<file path="src/rtl/mem_arb_pkg.sv">
// Shared types and constants for the memory-port arbiter.
package mem_arb_pkg;

  typedef enum logic [1:0] {
    IDLE  = 2'd0,
    ISSUE = 2'd1,
    WAIT  = 2'd2,
    RESP  = 2'd3
  } arb_state_t;

  typedef enum logic {
    ICACHE = 1'b0,
    DCACHE = 1'b1
  } requester_t;

  // Data returned to the requester when the watchdog gives up on memory.
  localparam logic [31:0] TIMEOUT_DATA = 32'hDEADBEEF;

  // Round-robin choice: a lone requester wins outright, a tie goes to the
  // port that was not served last.
  function automatic requester_t rr_pick(logic pend_i, logic pend_d, requester_t last);
    if (pend_i && pend_d) begin
      return (last == ICACHE) ? DCACHE : ICACHE;
    end
    return pend_d ? DCACHE : ICACHE;
  endfunction

endpackage

</file>
<file path="src/rtl/mem_arbiter_if.sv">
// Bundle of the I-cache, D-cache and memory-side signals of the arbiter.
// slave is the arbiter's view; master is the view of the surrounding system.
interface mem_arbiter_if #(
  parameter int ADDR_WIDTH = 32,
  parameter int DATA_WIDTH = 32
);
  logic                  strobe_icache_i;
  logic [ADDR_WIDTH-1:0] addr_icache_i;
  logic [DATA_WIDTH-1:0] rdata_icache_o;
  logic                  done_icache_o;
  logic                  strobe_dcache_i;
  logic [ADDR_WIDTH-1:0] addr_dcache_i;
  logic [DATA_WIDTH-1:0] wdata_dcache_i;
  logic                  rw_dcache_i;
  logic [DATA_WIDTH-1:0] rdata_dcache_o;
  logic                  done_dcache_o;
  logic                  mem_strobe_o;
  logic [ADDR_WIDTH-1:0] mem_addr_o;
  logic [DATA_WIDTH-1:0] mem_wdata_o;
  logic                  mem_rw_o;
  logic [DATA_WIDTH-1:0] mem_rdata_i;
  logic                  mem_done_i;
  logic                  timeout_o;

  modport slave (
    input  strobe_icache_i, addr_icache_i,
    input  strobe_dcache_i, addr_dcache_i, wdata_dcache_i, rw_dcache_i,
    input  mem_rdata_i, mem_done_i,
    output rdata_icache_o, done_icache_o,
    output rdata_dcache_o, done_dcache_o,
    output mem_strobe_o, mem_addr_o, mem_wdata_o, mem_rw_o,
    output timeout_o
  );

  modport master (
    output strobe_icache_i, addr_icache_i,
    output strobe_dcache_i, addr_dcache_i, wdata_dcache_i, rw_dcache_i,
    output mem_rdata_i, mem_done_i,
    input  rdata_icache_o, done_icache_o,
    input  rdata_dcache_o, done_dcache_o,
    input  mem_strobe_o, mem_addr_o, mem_wdata_o, mem_rw_o,
    input  timeout_o
  );
endinterface

</file>
<file path="src/rtl/req_latch.sv">
// One requester's pending flag plus its captured address/data/direction.
// A strobe is taken only when nothing is pending and the port is not being
// served; the latched fields stay put until the next accepted strobe.
module req_latch #(
  parameter int ADDR_WIDTH = 32,
  parameter int DATA_WIDTH = 32
) (
  input  logic                  clk,
  input  logic                  rst,
  input  logic                  strobe,
  input  logic                  hold,
  input  logic                  clear,
  input  logic [ADDR_WIDTH-1:0] req_addr,
  input  logic [DATA_WIDTH-1:0] req_wdata,
  input  logic                  req_rw,
  output logic                  pend,
  output logic [ADDR_WIDTH-1:0] addr,
  output logic [DATA_WIDTH-1:0] wdata,
  output logic                  rw
);

  logic                  pend_reg;
  logic [ADDR_WIDTH-1:0] addr_reg;
  logic [DATA_WIDTH-1:0] wdata_reg;
  logic                  rw_reg;

  // Capture on an accepted strobe; grant clears only the pending flag.
  always_ff @(posedge clk) begin
    if (rst) begin
      pend_reg  <= 1'b0;
      addr_reg  <= '0;
      wdata_reg <= '0;
      rw_reg    <= 1'b0;
    end else if (clear) begin
      pend_reg <= 1'b0;
    end else if (strobe && !pend_reg && !hold) begin
      pend_reg  <= 1'b1;
      addr_reg  <= req_addr;
      wdata_reg <= req_wdata;
      rw_reg    <= req_rw;
    end
  end

  assign pend  = pend_reg;
  assign addr  = addr_reg;
  assign wdata = wdata_reg;
  assign rw    = rw_reg;

endmodule

</file>
<file path="src/rtl/mem_arbiter.sv">
// Two-requester arbiter for the single memory port: latches I/D requests,
// grants round-robin, sequences the memory strobe/done handshake, returns
// data, and forces an error response if memory never answers.
module mem_arbiter
  import mem_arb_pkg::*;
#(
  parameter int ADDR_WIDTH     = 32,
  parameter int DATA_WIDTH     = 32,
  parameter int TIMEOUT_CYCLES = 255
) (
  input  logic          clk,
  input  logic          rst,
  mem_arbiter_if.slave  bus
);

  localparam bit WD_ON = (TIMEOUT_CYCLES != 0);
  localparam int WD_W  = (TIMEOUT_CYCLES > 255) ? $clog2(TIMEOUT_CYCLES + 1) : 8;
  localparam logic [WD_W-1:0] WD_LAST = WD_W'(WD_ON ? TIMEOUT_CYCLES - 1 : 0);

  arb_state_t state_reg, state_next;
  requester_t last_grant_reg, grant_pick;
  logic       grant_en, take_done, take_timeout;

  logic [WD_W-1:0]       wd_cnt_reg;
  logic [DATA_WIDTH-1:0] rdata_icache_reg, rdata_dcache_reg, resp_data;
  logic                  timeout_reg;

  // Per-port request plumbing, index 0 = I-cache, 1 = D-cache.
  logic [1:0]            req_strobe, req_hold, req_clear, req_pend, req_rw, lat_rw;
  logic [ADDR_WIDTH-1:0] req_addr  [2];
  logic [ADDR_WIDTH-1:0] lat_addr  [2];
  logic [DATA_WIDTH-1:0] req_wdata [2];
  logic [DATA_WIDTH-1:0] lat_wdata [2];

  assign req_strobe   = {bus.strobe_dcache_i, bus.strobe_icache_i};
  assign req_addr[0]  = bus.addr_icache_i;
  assign req_addr[1]  = bus.addr_dcache_i;
  assign req_wdata[0] = '0;                // I-cache never writes
  assign req_wdata[1] = bus.wdata_dcache_i;
  assign req_rw       = {bus.rw_dcache_i, 1'b0};

  for (genvar gi = 0; gi < 2; gi++) begin : g_port
    // The port being served ignores strobes until it is back in IDLE.
    assign req_hold[gi]  = (state_reg != IDLE) && (last_grant_reg == requester_t'(1'(gi)));
    assign req_clear[gi] = grant_en && (grant_pick == requester_t'(1'(gi)));

    req_latch #(
      .ADDR_WIDTH (ADDR_WIDTH),
      .DATA_WIDTH (DATA_WIDTH)
    ) u_latch (
      .clk       (clk),
      .rst       (rst),
      .strobe    (req_strobe[gi]),
      .hold      (req_hold[gi]),
      .clear     (req_clear[gi]),
      .req_addr  (req_addr[gi]),
      .req_wdata (req_wdata[gi]),
      .req_rw    (req_rw[gi]),
      .pend      (req_pend[gi]),
      .addr      (lat_addr[gi]),
      .wdata     (lat_wdata[gi]),
      .rw        (lat_rw[gi])
    );
  end

  // State register.
  always_ff @(posedge clk) begin
    if (rst) state_reg <= IDLE;
    else     state_reg <= state_next;
  end

  // Next state, grant decision and completion causes.
  always_comb begin
    state_next   = state_reg;
    grant_en     = 1'b0;
    grant_pick   = last_grant_reg;
    take_done    = 1'b0;
    take_timeout = 1'b0;
    case (state_reg)
      IDLE: begin
        if (|req_pend) begin
          grant_en   = 1'b1;
          grant_pick = rr_pick(req_pend[0], req_pend[1], last_grant_reg);
          state_next = ISSUE;
        end
      end
      ISSUE: begin
        if (bus.mem_done_i) begin
          take_done  = 1'b1;
          state_next = RESP;
        end else begin
          state_next = WAIT;
        end
      end
      WAIT: begin
        // A real completion on the expiry cycle wins over the watchdog.
        if (bus.mem_done_i) begin
          take_done  = 1'b1;
          state_next = RESP;
        end else if (WD_ON && (wd_cnt_reg == WD_LAST)) begin
          take_timeout = 1'b1;
          state_next   = RESP;
        end
      end
      RESP:    state_next = IDLE;
      default: state_next = IDLE;
    endcase
  end

  // Round-robin pointer; also identifies the port in service.
  always_ff @(posedge clk) begin
    if (rst)           last_grant_reg <= ICACHE;
    else if (grant_en) last_grant_reg <= grant_pick;
  end

  // Watchdog: zeroed while issuing, counts WAIT cycles only.
  always_ff @(posedge clk) begin
    if (rst)                   wd_cnt_reg <= '0;
    else if (state_reg == ISSUE) wd_cnt_reg <= '0;
    else if (state_reg == WAIT)  wd_cnt_reg <= wd_cnt_reg + WD_W'(1);
  end

  // Response payload: error pattern on expiry, zero for writes, else memory data.
  always_comb begin
    resp_data = bus.mem_rdata_i;
    if (take_timeout)                  resp_data = DATA_WIDTH'(TIMEOUT_DATA);
    else if (lat_rw[last_grant_reg])   resp_data = '0;
  end

  // Per-port read-data holding registers and the sticky timeout flag.
  always_ff @(posedge clk) begin
    if (rst) begin
      rdata_icache_reg <= '0;
      rdata_dcache_reg <= '0;
      timeout_reg      <= 1'b0;
    end else begin
      if (take_done || take_timeout) begin
        if (last_grant_reg == ICACHE) rdata_icache_reg <= resp_data;
        else                          rdata_dcache_reg <= resp_data;
      end
      if (take_timeout) timeout_reg <= 1'b1;
    end
  end

  assign bus.done_icache_o  = (state_reg == RESP) && (last_grant_reg == ICACHE);
  assign bus.done_dcache_o  = (state_reg == RESP) && (last_grant_reg == DCACHE);
  assign bus.rdata_icache_o = rdata_icache_reg;
  assign bus.rdata_dcache_o = rdata_dcache_reg;
  assign bus.mem_strobe_o   = (state_reg == ISSUE);
  assign bus.mem_addr_o     = lat_addr[last_grant_reg];
  assign bus.mem_wdata_o    = lat_wdata[last_grant_reg];
  assign bus.mem_rw_o       = lat_rw[last_grant_reg];
  assign bus.timeout_o      = timeout_reg;

endmodule
</file>
<file path="src/flat_wrapper.sv">
// flat-port wrapper written by rule: the top's interface ports become plain ports
module mem_arbiter_flat import mem_arb_pkg::*;
#(
  parameter int ADDR_WIDTH     = 32,
  parameter int DATA_WIDTH     = 32,
  parameter int TIMEOUT_CYCLES = 255
)
  (clk, rst, bus_strobe_icache_i, bus_addr_icache_i, bus_strobe_dcache_i, bus_addr_dcache_i, bus_wdata_dcache_i, bus_rw_dcache_i, bus_mem_rdata_i, bus_mem_done_i, bus_rdata_icache_o, bus_done_icache_o, bus_rdata_dcache_o, bus_done_dcache_o, bus_mem_strobe_o, bus_mem_addr_o, bus_mem_wdata_o, bus_mem_rw_o, bus_timeout_o);
  mem_arbiter_if #(.ADDR_WIDTH(ADDR_WIDTH), .DATA_WIDTH(DATA_WIDTH)) bus_i ();
  input  logic clk;
  input  logic rst;
  input wire logic [$bits(bus_i.strobe_icache_i)-1:0] bus_strobe_icache_i;
  input wire logic [$bits(bus_i.addr_icache_i)-1:0] bus_addr_icache_i;
  input wire logic [$bits(bus_i.strobe_dcache_i)-1:0] bus_strobe_dcache_i;
  input wire logic [$bits(bus_i.addr_dcache_i)-1:0] bus_addr_dcache_i;
  input wire logic [$bits(bus_i.wdata_dcache_i)-1:0] bus_wdata_dcache_i;
  input wire logic [$bits(bus_i.rw_dcache_i)-1:0] bus_rw_dcache_i;
  input wire logic [$bits(bus_i.mem_rdata_i)-1:0] bus_mem_rdata_i;
  input wire logic [$bits(bus_i.mem_done_i)-1:0] bus_mem_done_i;
  output wire logic [$bits(bus_i.rdata_icache_o)-1:0] bus_rdata_icache_o;
  output wire logic [$bits(bus_i.done_icache_o)-1:0] bus_done_icache_o;
  output wire logic [$bits(bus_i.rdata_dcache_o)-1:0] bus_rdata_dcache_o;
  output wire logic [$bits(bus_i.done_dcache_o)-1:0] bus_done_dcache_o;
  output wire logic [$bits(bus_i.mem_strobe_o)-1:0] bus_mem_strobe_o;
  output wire logic [$bits(bus_i.mem_addr_o)-1:0] bus_mem_addr_o;
  output wire logic [$bits(bus_i.mem_wdata_o)-1:0] bus_mem_wdata_o;
  output wire logic [$bits(bus_i.mem_rw_o)-1:0] bus_mem_rw_o;
  output wire logic [$bits(bus_i.timeout_o)-1:0] bus_timeout_o;
  assign bus_i.strobe_icache_i = bus_strobe_icache_i;
  assign bus_i.addr_icache_i = bus_addr_icache_i;
  assign bus_i.strobe_dcache_i = bus_strobe_dcache_i;
  assign bus_i.addr_dcache_i = bus_addr_dcache_i;
  assign bus_i.wdata_dcache_i = bus_wdata_dcache_i;
  assign bus_i.rw_dcache_i = bus_rw_dcache_i;
  assign bus_i.mem_rdata_i = bus_mem_rdata_i;
  assign bus_i.mem_done_i = bus_mem_done_i;
  assign bus_rdata_icache_o = bus_i.rdata_icache_o;
  assign bus_done_icache_o = bus_i.done_icache_o;
  assign bus_rdata_dcache_o = bus_i.rdata_dcache_o;
  assign bus_done_dcache_o = bus_i.done_dcache_o;
  assign bus_mem_strobe_o = bus_i.mem_strobe_o;
  assign bus_mem_addr_o = bus_i.mem_addr_o;
  assign bus_mem_wdata_o = bus_i.mem_wdata_o;
  assign bus_mem_rw_o = bus_i.mem_rw_o;
  assign bus_timeout_o = bus_i.timeout_o;
  mem_arbiter #(.ADDR_WIDTH(ADDR_WIDTH), .DATA_WIDTH(DATA_WIDTH), .TIMEOUT_CYCLES(TIMEOUT_CYCLES)) u_core (.clk(clk), .rst(rst), .bus(bus_i));
endmodule
</file>
<file path="config.mk">
export PLATFORM = sky130hd
export DESIGN_NAME = mem_arbiter_flat
export DESIGN_NICKNAME = d
export VERILOG_FILES = /design/src/rtl/mem_arb_pkg.sv /design/src/rtl/mem_arbiter_if.sv /design/src/rtl/req_latch.sv /design/src/rtl/mem_arbiter.sv /design/src/flat_wrapper.sv
export SDC_FILE = /design/constraint.sdc
export NUM_CORES = 1
export LEC_CHECK = 0
export CELL_PAD_IN_SITES_DETAIL_PLACEMENT = 0
export CELL_PAD_IN_SITES_GLOBAL_PLACEMENT = 1
export CORE_MARGIN = 2
export CORE_UTILIZATION = 31
export CTS_BUF_LIST = sky130_fd_sc_hd__clkbuf_16
export CTS_CLUSTER_DIAMETER = 150
export CTS_CLUSTER_SIZE = 28
export DETAILED_ROUTE_END_ITERATION = 8
export PLACE_DENSITY_LB_ADDON = 0.05
export SETUP_SLACK_MARGIN = 0.15
export SYNTH_ARGS = -nofsm -noshare
export SYNTH_HDL_FRONTEND = slang
export SYNTH_SLANG_ARGS = --single-unit
</file>
<file path="constraint.sdc">
create_clock -name clk -period 2.6 [get_ports clk]
set_input_delay 0.52 -clock clk [delete_from_list [all_inputs] [get_ports clk]]
set_output_delay 0.52 -clock clk [all_outputs]
set_load 0.02 [all_outputs]
</file>
==> results of run 1 <==
-- path summary, 6_finish.rpt --
path                            depth (start not counted)  slack [ps]                            endpoint
worst max-delay path                                    3         220                 bus_mem_wdata_o[28]
worst min-delay path                                    2         450  u_core.g_port[1].u_latch.wdata[28]
worst max register to register                          6         540   u_core.g_port[0].u_latch.addr[14]
worst min register to register                          2         450  u_core.g_port[1].u_latch.wdata[28]
-- worst register-to-register path: stages, from the launching register on --
cell and delay, ps:
dfxtp_1 410, inv_1 90, ha_1 290, o21ai_0 250, or2_2 650, nand2_1 140, a21oi_1 150
-- power groups by stage --
stage	registers (W)	clock network (W)	logic, W
2_1_floorplan	0.00344	0	0.00144
3_3_place_gp	0.00333	0	0.00279
3_5_place_dp	0.00333	0	0.00279
4_1_cts	0.00327	0.00256	0.00275
5_1_grt	0.00333	0.00267	0.00299
6_report	0.00327	0.00248	0.00272
-- area by class of cell --
type | count | area share [%]
inverter | 7 | 0.251
clock buffer | 17 | 4.06
sequential | 175 | 33.5
multi-input combinational | 605 | 30.2
tap | 280 | 3.35
clock inverter | 15 | 1.31
timing repair buffer | 285 | 27.4
-- timing repair --
item                                    in CTS  in global routing
gates resized for setup                     19                 13
endpoints found under the setup margin      31                 14
gates cloned                                 0                  1
-- synthesized netlist by cell type, drive strengths merged (2+ instances only) --
| cell type | instances | area share [%] |
|---|---|---|
| ha | 6 | 1.1 |
| xor2 | 5 | 0.63 |
| nand4 | 3 | 0.36 |
| and2 | 33 | 3.0 |
| buf | 23 | 1.8 |
| nand2b | 2 | 0.18 |
| mux2 | 32 | 5.2 |
| inv | 7 | 0.38 |
| or3 | 2 | 0.18 |
| nor2 | 15 | 0.81 |
| a22o | 8 | 1.0 |
| nand2 | 276 | 15 |
| nand3b | 9 | 0.97 |
| o21ai | 4 | 0.29 |
| a31oi | 49 | 4.6 |
| nor2b | 3 | 0.27 |
| clkbuf | 44 | 2.4 |
| nand3 | 35 | 2.5 |
| or2 | 2 | 0.18 |
| dfxtp | 175 | 50 |
| a21oi | 109 | 7.8 |
-- per-layer routing --
metal	up-vias	track usage [%]	share of wire, %
li1	3327	-	-
met1	3072	23.7	44
met5	-	0	0
met2	175	30.2	47
met4	0	6.10	1.6
met3	24	6.54	7.0
-- cell usage in the layout (no fill, tap or decap), types with 3 or more instances in the layout --
cell	netlist	final
a22o_1	8	8
inv_1	7	9
inv_6	0	3
clkinv_4	0	4
nand2_1	276	276
clkdlybuf4s50_1	0	233
nand3b_1	9	9
clkbuf_16	0	18
nand3_1	35	35
dfxtp_1	175	174
buf_12	0	3
dlymetal6s2s_1	0	13
nor2b_1	3	3
a21oi_1	109	109
a31oi_1	47	47
mux2_2	32	32
nor2_1	15	13
dlygate4sd2_1	0	19
and2_1	33	33
xor2_1	5	5
o21ai_0	4	4
ha_1	6	6
clkinvlp_4	0	3
buf_4	0	16
-- kinds of logic after synthesis --
| logic type | after synthesis | share of synthesized area, % |
|---|---|---|
| buf+inv | 74 | 4.50 |
| simple gates | 386 | 24.0 |
| compound gates | 175 | 14.2 |
| flops | 175 | 50.3 |
| mux | 32 | 5.17 |
| xor+xnor | 6 | 0.754 |
| fa+ha+maj | 6 | 1.08 |
-- stage by stage --
step	util [%]	total power (W)	hold WS (ps)
after floorplan	-	0.00487	432
after global placement	45.0	0.00611	439
after detailed placement	45.0	0.00612	442
after CTS	47.4	0.00859	452
after global routing	47.7	0.00899	471
final	47.7	0.00847	450
==> impl_metrics.toml, run 1 <==
[route]
drt_wl_total_um = 22600
ant_nets = 0
vias_per_cell = 4.77
drt_iter0_markers = 284
wl_per_cell_um = 16.4
drc = 0
vias = 6598
drt_first_pass_iters = 4

[place]
placed_cells = 1351
place_congestion = 0.731
place_ws_ps = 365
hpwl_um = 14800
dpl_cell_area_sq_um = 9870
port_buffers = 266

[pwr]
seqPwrFrac_pct = 38.6
p_leak_nw = 4.09
p_sw_w = 0.00291
swShare_pct = 34.3
p_clk_share_pct = 29.3
power_density_nw_per_um2 = 809
p_int_w = 0.00556
peakVddDrop_mv = 0.399
power_frac_comb_pct = 32.1

[cts]
clk_latency_ps = 430
clk_pin_slew_ps = 60
postCtsSetupBuffers = 0
cts_sinks = 175
cts_tree = "done"
root_buffer = "clkbuf_16"
clockBufferDepth = 2
cts_hold_buf = 0
numCtsBuffers = 17
cts_max_level = 4

[setup_path]
critPathLaunchType = "flop"
crit_path_cell_trace = "buf_12 -> and2_1 -> clkdlybuf4s50_1"
cp_num_buf_inv = 2
cp_slowest_cell = "clkdlybuf4s50_1"
worstPathMaxFanout = 26
crit_type = "flop to primary output"
cp-startpoint = "u_core.last_grant_reg"
cp.arrival_ps = 1860
r2r-start = "u_core.state_reg[0]"
endpoint_kind = "primary output"
worst_ep_required_time_ps = 2080
cp_slowest_stage_delay_ps = 660
crit_family = "buffers and inverters"

[sta]
relSlewSlack_pct = 50.6
hold_viol = 0
worst_pin_slew_ps = 741
rsz0062_at_grt = "true"
skew_ps = 13.2
setup_tns_ps = 0
drv_slew = 0
period_needed_ps = 2380
max_freq_mhz = 419
fin_ws_ps = 216
fin_crit_sh_pct = 91.7
setup_viol = 0

[global_routing]
grt_pass1_wl_um = 35400
antenna_found_initial = 0
grt_use_total_pct = 18.8
grt_max_degree = 63
grt_pass1_vias = 6382
grt_overflow = 0

[cells_and_area]
final_cells = 1384
register_area_sq_um = 3500
diodes = 0
multi_input_comb_area_sq_um = 3160
area_growth_syn_to_layout_pct = 50.2
largest_reg_flops = 64
num-nets-final = 1231
final_area_sq_um = 10500
drive_gt1_share_pct = 8.33
nFillCells = 2209

[logic_synthesis]
yosysSeqAreaShare_pct = 50.3
synthCells = 854
synth_seq_cells = 175
synthFlopType = "dfxtp_1"
synth_edf_count = 0
yosys.cell_types.count = 37
ys_warn_count = 0
syn_area_per_cell_sq_um = 8.16
synthesis.nets = 994
syn_area_sq_um = 6970
synthArstFlopShare_pct = 0

[run_status]
status = "completed"

[floorplan]
dieArea_sq_um = 23700
fp.dieW_um = 154
die_y_um = 154
core_area_sq_um = 22000
pin_count = 267
initial_core_util_pct = 31.7
std_cell_rows = 54

[run]
max-cap-violations = 0

[hold_path]
hp-start = "u_core.g_port[1].u_latch.wdata[28]"
hp-class = "flop to flop"
Power figures use the tool's default switching activity.
==> run 2: changes to the inputs <==
--- a/config.mk
+++ b/config.mk
@@ -5,9 +5,10 @@
 export SDC_FILE = /design/constraint.sdc
 export NUM_CORES = 1
 export LEC_CHECK = 0
+export CAP_MARGIN = 30
 export CELL_PAD_IN_SITES_DETAIL_PLACEMENT = 0
 export CELL_PAD_IN_SITES_GLOBAL_PLACEMENT = 1
-export CORE_MARGIN = 2
+export CORE_MARGIN = 1.5
 export CORE_UTILIZATION = 31
 export CTS_BUF_LIST = sky130_fd_sc_hd__clkbuf_16
 export CTS_CLUSTER_DIAMETER = 150
==> impl_metrics.toml, run 2 (synthesized netlist as in run 1, its figures left out) <==
[setup_path]
crit_path_cell_trace = "buf_12 -> and2_1 -> clkdlybuf4s50_1"
critical_path_depth = 3
crit_type = "flop to primary output"
cp_slowest_stage_delay_ps = 650
crit_family = "buffers and inverters"
crit_end = "bus_mem_wdata_o[28]"
endpoint_kind = "primary output"
cp_slowest_cell = "clkdlybuf4s50_1"
cp.arrival_ps = 1830
critPathLaunchType = "flop"
cp_num_buf_inv = 2
r2r-start = "u_core.state_reg[0]"
worstPathMaxFanout = 26
ff2ff_path_depth = 7
r2r_setup_slack_ps = 590
cp-startpoint = "u_core.last_grant_reg"
worst_ep_required_time_ps = 2080
r2r-end = "u_core.bus.rdata_dcache_o[29]"

[sta]
worst_pin_slew_ps = 719
drv_slew = 0
max_freq_mhz = 425
hold_viol = 0
fin_crit_sh_pct = 90.6
setup_tns_ps = 0
relSlewSlack_pct = 52.1
setup_viol = 0
period_needed_ps = 2350
rsz0062_at_grt = "false"
skew_ps = 18.7

[cts]
clk_pin_slew_ps = 60
clk_latency_ps = 430
root_buffer = "clkbuf_16"
cts_sinks = 175
clockBufferDepth = 2
cts_max_level = 4
cts_tree = "done"
numCtsBuffers = 17
postCtsSetupBuffers = 0

[cells_and_area]
area_growth_syn_to_layout_pct = 51.3
drive_gt1_share_pct = 8.67
diodes = 0
largest_reg_flops = 64
final_cell_mix = "276 x nand2_1, 214 x clkdlybuf4s50_1, 174 x dfxtp_1, 109 x a21oi_1, 47 x a31oi_1"
nFillCells = 2236
final_common_cell = "nand2_1"
num-nets-final = 1235

[route]
ant_nets = 0
drt_wl_total_um = 22300
vias = 6595
drt_iter0_markers = 326
wl_per_cell_um = 16.1
drc = 13
vias_per_cell = 4.75
drt_first_pass_iters = 7

[place]
place_congestion = 0.773
hpwl_um = 14800
port_buffers = 266

[floorplan]
dieArea_sq_um = 23400
core_area_sq_um = 22000
initial_core_util_pct = 31.7
pin_count = 267
std_cell_rows = 54
fp.dieW_um = 153
die_y_um = 153

[global_routing]
grt_overflow = 0
grt_use_total_pct = 19.2
grt_pass1_vias = 6329
grt_pass1_wl_um = 35600
grt_max_degree = 66
antenna_found_initial = 1

[pwr]
peakVddDrop_mv = 0.426
power_density_nw_per_um2 = 814
p_leak_nw = 4.32
total_power_w = 0.00859

[hold_path]
hp-start = "u_core.g_port[1].u_latch.wdata[25]"
hp-class = "flop to flop"

[run_status]
status = "finished, violations left"
violations = "design-rule violations"

[run]
max-cap-violations = 0
## run 2: changes by cell type in the layout (fill, tap and decap cells not counted), sizes merged
cell,before,now
dlygate4sd2,19,31
buf,19,23
bufinv,1,2
bufbuf,0,1
inv,13,14
clkdlybuf4s50,233,214
dlymetal6s2s,13,20
clkinv,5,2
clkbuf,18,17
## run 2: repair_timing
item                       in CTS  in global routing
resized for setup              32                 20
setup endpoints to repair      37                 20
cloned                          1                  0
hold buffers                    0                  0
## run 2: worst register-to-register path, stage by stage, from the launching register on
cell     delay (ps)
dfxtp_1         350
inv_1           100
ha_1            310
nor2b_1         220
or4b_1          440
buf_4           260
nand3_1         130
a21oi_1          70
## run 2: how the worst min path moves through the flow
stage,end,cells past startpoint
6_report,u_core.g_port[1].u_latch.wdata[25],2
5_1_grt,u_core.g_port[1].u_latch.wdata[1],2
4_1_cts,u_core.g_port[1].u_latch.wdata[3],2
3_5_place_dp,u_core.g_port[1].u_latch.wdata[3],2
3_3_place_gp,u_core.g_port[1].u_latch.wdata[14],2
2_1_floorplan,u_core.g_port[1].u_latch.wdata[0],2
## run 2: area by class of cell
type,count,area [sq um],area share [%]
well taps,280,350,3.32
clock inverters,14,158,1.49
clock buffers,17,425,4.03
repair buffers,289,2920,27.7
flip-flops and latches,175,3510,33.3
inverters,7,26.3,0.249
multi-input cells,605,3160,30.0
## run 2: stage by stage
step	hold slack [ps]	cell area (sq um)	util, %	cells	setup slack [ps]
6_report	449	10500	48.0	1387	246
5_1_grt	465	10500	48.0	1387	166
4_1_cts	452	10500	47.8	1387	104
3_5_place_dp	442	9920	45.2	1355	353
3_3_place_gp	438	9920	45.2	1355	373
2_1_floorplan	432	6970	-	854	781
## run 2: where the power goes
part           switching (W)  leakage, nW  internal, W  total (W)
Sequential          0.000216         1.43      0.00306    0.00328
Combinational        0.00154         2.61      0.00119    0.00273
Clock                0.00115        0.282      0.00143    0.00258
## run 2: per-layer routing
layer  wire length, um  global-route usage, %  vias to the layer above
li1                  -                      -                     3335
met5                 0                      0                        -
met3              1780                   6.21                       24
met2             10500                   31.4                      186
met4               384                   6.30                        0
met1              9580                   23.8                     3050
